--- src/rtl/mult_arbiter.sv ---
// Two-requester round-robin front end for a shared pipelined 4x4 signed multiplier.
// Grants one operand pair per cycle, tracks ownership through the pipe and returns tagged results.
module mult_arbiter #(
  parameter int LATENCY = 3
) (
  input  logic       clk,
  input  logic       rst,
  input  logic       req0_valid,
  input  logic [3:0] req0_a,
  input  logic [3:0] req0_b,
  output logic       req0_ready,
  input  logic       req1_valid,
  input  logic [3:0] req1_a,
  input  logic [3:0] req1_b,
  output logic       req1_ready,
  output logic [3:0] mul_a,
  output logic [3:0] mul_b,
  input  logic [7:0] mul_res,
  output logic       rsp0_valid,
  output logic       rsp1_valid,
  output logic [7:0] rsp_data,
  output logic [7:0] cnt0,
  output logic [7:0] cnt1
);

  logic               last_id;
  logic               grant0;
  logic               grant1;
  logic               issue_valid;
  logic               issue_id;
  logic [LATENCY-1:0] tag_valid;
  logic [LATENCY-1:0] tag_id;
  logic               tag_out_valid;
  logic               tag_out_id;

  // On a tie the requester that did not win most recently gets the slot.
  always_comb begin
    grant0 = 1'b0;
    grant1 = 1'b0;
    if (!rst) begin
      if (req0_valid && req1_valid) begin
        grant0 = last_id;
        grant1 = !last_id;
      end else begin
        grant0 = req0_valid;
        grant1 = req1_valid;
      end
    end
  end

  assign req0_ready    = grant0;
  assign req1_ready    = grant1;
  assign tag_out_valid = tag_valid[LATENCY-1];
  assign tag_out_id    = tag_id[LATENCY-1];

  // The issue tag sits beside mul_a/mul_b; the chain behind it tracks the
  // multiplier's LATENCY stages so the tag exits exactly when mul_res is valid.
  always_ff @(posedge clk) begin
    if (rst) begin
      last_id     <= 1'b1;
      mul_a       <= 4'd0;
      mul_b       <= 4'd0;
      issue_valid <= 1'b0;
      issue_id    <= 1'b0;
      tag_valid   <= '0;
      tag_id      <= '0;
      rsp0_valid  <= 1'b0;
      rsp1_valid  <= 1'b0;
      rsp_data    <= 8'd0;
      cnt0        <= 8'd0;
      cnt1        <= 8'd0;
    end else begin
      if (grant0 || grant1) begin
        last_id <= grant1;
      end
      if (grant0) begin
        mul_a <= req0_a;
        mul_b <= req0_b;
      end else if (grant1) begin
        mul_a <= req1_a;
        mul_b <= req1_b;
      end else begin
        mul_a <= 4'd0;
        mul_b <= 4'd0;
      end
      issue_valid  <= grant0 || grant1;
      issue_id     <= grant1;
      tag_valid[0] <= issue_valid;
      tag_id[0]    <= issue_id;
      for (int i = 1; i < LATENCY; i++) begin
        tag_valid[i] <= tag_valid[i-1];
        tag_id[i]    <= tag_id[i-1];
      end
      rsp0_valid <= tag_out_valid && !tag_out_id;
      rsp1_valid <= tag_out_valid && tag_out_id;
      if (tag_out_valid) begin
        rsp_data <= mul_res;
      end
      if (tag_out_valid && !tag_out_id && (cnt0 != 8'hFF)) begin
        cnt0 <= cnt0 + 8'd1;
      end
      if (tag_out_valid && tag_out_id && (cnt1 != 8'hFF)) begin
        cnt1 <= cnt1 + 8'd1;
      end
    end
  end

endmodule

--- config.mk ---
export PLATFORM = sky130hd
export DESIGN_NAME = mult_arbiter
export DESIGN_NICKNAME = d
export VERILOG_FILES = /design/src/rtl/mult_arbiter.sv
export SDC_FILE = /design/constraint.sdc
export NUM_CORES = 1
export LEC_CHECK = 0
export CORE_ASPECT_RATIO = 1.25
export CORE_MARGIN = 2
export CORE_UTILIZATION = 25
export CTS_BUF_LIST = sky130_fd_sc_hd__clkbuf_2 sky130_fd_sc_hd__clkbuf_4 sky130_fd_sc_hd__clkbuf_8
export CTS_CLUSTER_SIZE = 8
export DETAILED_ROUTE_END_ITERATION = 6
export PLACE_DENSITY_LB_ADDON = 0.25
export SYNTH_ARGS = -nofsm -noshare
export SYNTH_HDL_FRONTEND = slang
export SYNTH_SLANG_ARGS = --single-unit
--- constraint.sdc ---
create_clock -name clk -period 1.6 [get_ports clk]
set_input_delay 0.32 -clock clk [delete_from_list [all_inputs] [get_ports clk]]
set_output_delay 0.32 -clock clk [all_outputs]
set_load 0.01 [all_outputs]
==> results.ini, run 1 <==
[sta]
max_freq_mhz=647
hold_viol_final=0
relSlewSlack=0.763
fin_crit_sh=0.967
final-max-slew-violation-count=0
tightest_slew_ns=0.355
fin_skew_ns=0.00552
finalSetupTns_ns=0
setup_viol=0
setup_slack_ns=0.0535
final.min_clock_period_ns=1.55

[critical_path]
worst-path-max-fanout=6
crit_required_ns=1.28
cp-startpoint=cnt1[3]$_SDFFE_PP0P_
worst-r2r-setup-slack_ns=0.11
crit_family=buffers and inverters
critPathLaunchType=register
critPathSlowestCell=clkdlybuf4s50_1
cp.arrival_ns=1.23
path_class=reg2out
path_buf_inv=1
cpPeakStageDelay_ns=0.55
worstReg2RegStart=cnt1[1]$_SDFFE_PP0P_
critPathCaptureType=primary output
path_cells=clkdlybuf4s50_1

[route]
drt_iter0_drc=41
drt-vias-per-instance=4.35
num_vias=1408
drtAntennaViolNets=0
drc=0
post_drt_wl_per_cell_um=10.8
dr.pass1.iters=4
wirelength_mm=3.49

[yosys]
avgSynthCellArea_um2=9.83
yosys-top-cells-area=dfxtp_1, nor2_1, mux2i_1, nor2b_1, a22o_1
synth_adder_area_share=0.0155
synthSimpleGateAreaFrac=0.220
synth_xor_area_frac=0.0272
syn-num-nets=194
ys_seq_area_frac=0.534
ys_ff_latch=43
ys.flop_type=dfxtp_1
synthMuxAreaShare=0.0691
synth_edf_count=0
synth_top_family_by_area=simple AND/OR/NAND/NOR gates
synth.top_cell.area_share=0.534
synth_cells=164
synth_compound_area_frac=0.116
synth_warnings=0
synth_area_leader_cell=dfxtp_1
synth.distinct_cells=38
ys_async_sr_fraction=0
syn_area_um2=1610

[pwr]
peakVddDrop_uv=388
switchingPower_w=0.000443
p_seq_frac=0.531
p_per_area_nw_per_um2=823
p_leak_nw=1.05
power_frac_comb=0.098
power.share.clock=0.371
swShare=0.213
power.internal_w=0.00164

[global_route]
grt-ovfl-total=0
grtUsageMet1=0.123
grt_pass1_vias=1280
grt_busiest_layer=met2
grt.total_usage=0.106
antenna_found_initial=0
grt_pass1_wl_mm=5.78
grtUsageMet2=0.167
grt_start_max_net_pins=35
use_met3=0.0408

[die]
ios=64
start_util=0.260
die_w_um=75.8
row_count=32
coreArea_um2=6210
die_area_um2=7110
die_h_um=93.8

[clock_tree]
clock-root-buffer=clkbuf_8
cts.sink_count=43
clk_latency_ns=0.29
clkSlewWorstSetupHoldPaths_ns=0.08
cts_buffer_depth=2
cts_hold_buffers=0
cts_buffers=5
cts_tree=done
htree_levels=2

[placement]
place.gp.congestion=0.718
place_ws_ns=-0.471
dp.cells=316
hpwl_mm=2.50
io_buffers=63

[cells_and_area]
final_cells=324
fin_nets=268
diodes=0
mostFrequentLayoutCells=clkdlybuf4s50_1, dfxtp_1, nor2_1
drive_above_1_share=0.167
multi_input_area_um2=741
fillCellCount=627
final_common_cell=clkdlybuf4s50_1
seqCellArea_um2=873
syn2layout_area_growth_pct=56.9

[hold_path]
worstHoldStart=req1_valid
min_path_type=in2reg

[job]
maxCapViolCount=0

[status]
outcome=finished, final reports clean

[logic make-up (layout without fill, tap and decap cells)]
kind of cell / Yosys count / after routing
AND/OR/NAND/NOR: 68 / 68
flip-flops: 43 / 43
AO/OA/AOI/OAI: 28 / 28
multiplexers: 11 / 11
buffers and inverters: 7 / 82
XOR/XNOR: 5 / 5
adder cells (fa/ha/maj): 2 / 2
[power groups by stage]
stage	sequential, W	combinational [W]	clock [W]
6_report	0.00111	0.000203	0.000773
5_1_grt	0.00111	0.000221	0.000855
4_1_cts	0.00111	0.000207	0.000816
3_5_place_dp	0.00113	0.000204	0
3_3_place_gp	0.00113	0.000203	0
2_1_floorplan	0.00114	0.0000606	0
[metrics by stage]
step	area, um2	power [W]	hold WS (ns)	util
after global routing	2530	0.00219	0.350	0.407
after global placement	2390	0.00133	0.418	0.386
after detailed placement	2390	0.00134	0.426	0.386
after floorplan	1610	0.00120	0.414	-
after CTS	2510	0.00213	0.439	0.404
final	2530	0.00208	0.344	0.407
[sequential cells by signal, indices dropped and copies added, names as in the netlist]
signal	count
cnt0	8
cnt1	8
rsp_data	8
mul_a	4
mul_b	4
tag_id	3
tag_valid	3
issue_id	1
issue_valid	1
last_id	1
rsp0_valid	1
rsp1_valid	1
[cells in the mapped netlist, drive strengths merged (2+ instances only)]
cell    instances
a21oi           6
a22o            4
a22oi           4
a31oi           2
and2            2
and3            3
buf             3
clkbuf          2
dfxtp          43
ha              2
inv             2
mux2i          10
nand2           6
nand2b          2
nand3           5
nand4           3
nor2           28
nor2b          10
nor3            2
o211ai          2
o21ai           5
o31ai           2
or3             2
or4             2
xor2            4
[repair_timing]
item,in CTS,in global routing
pin swaps,1,0
setup endpoints to repair,11,12
hold endpoints to repair,0,0
resized for setup,24,9
setup buffers,0,0
cloned,0,0
[final cells by class]
type	count	area share
Tap cell	85	0.0421
Sequential cell	43	0.345
Timing Repair Buffer	72	0.276
Multi-Input combinational cell	114	0.293
Clock buffer	8	0.0411
Inverter	2	0.00297
[path summary, 6_finish.rpt]
path                               end  cells past startpoint
setup / recovery               cnt1[3]                      1
hold / removal    last_id$_SDFFE_PP1P_                      3
hold reg to reg   tag_id[2]$_SDFF_PP0_                      1
setup reg to reg  cnt1[5]$_SDFFE_PP0P_                      5
[metal layers]
metal | wire [um] | share of wire
met1 | 1400 | 0.40
met2 | 1820 | 0.52
met3 | 203 | 0.058
met4 | 74 | 0.021
met5 | 0 | 0
Note: power is estimated with default switching activity, not from simulation.
==> inputs of run 2 (changes only) <==
--- a/config.mk
+++ b/config.mk
@@ -5,6 +5,7 @@
 export SDC_FILE = /design/constraint.sdc
 export NUM_CORES = 1
 export LEC_CHECK = 0
+export CAP_MARGIN = 20
 export CORE_ASPECT_RATIO = 1.25
 export CORE_MARGIN = 2
 export CORE_UTILIZATION = 25
==> results of run 2 <==
No change in the layout: final DEF, timing and power equal those of run 1.
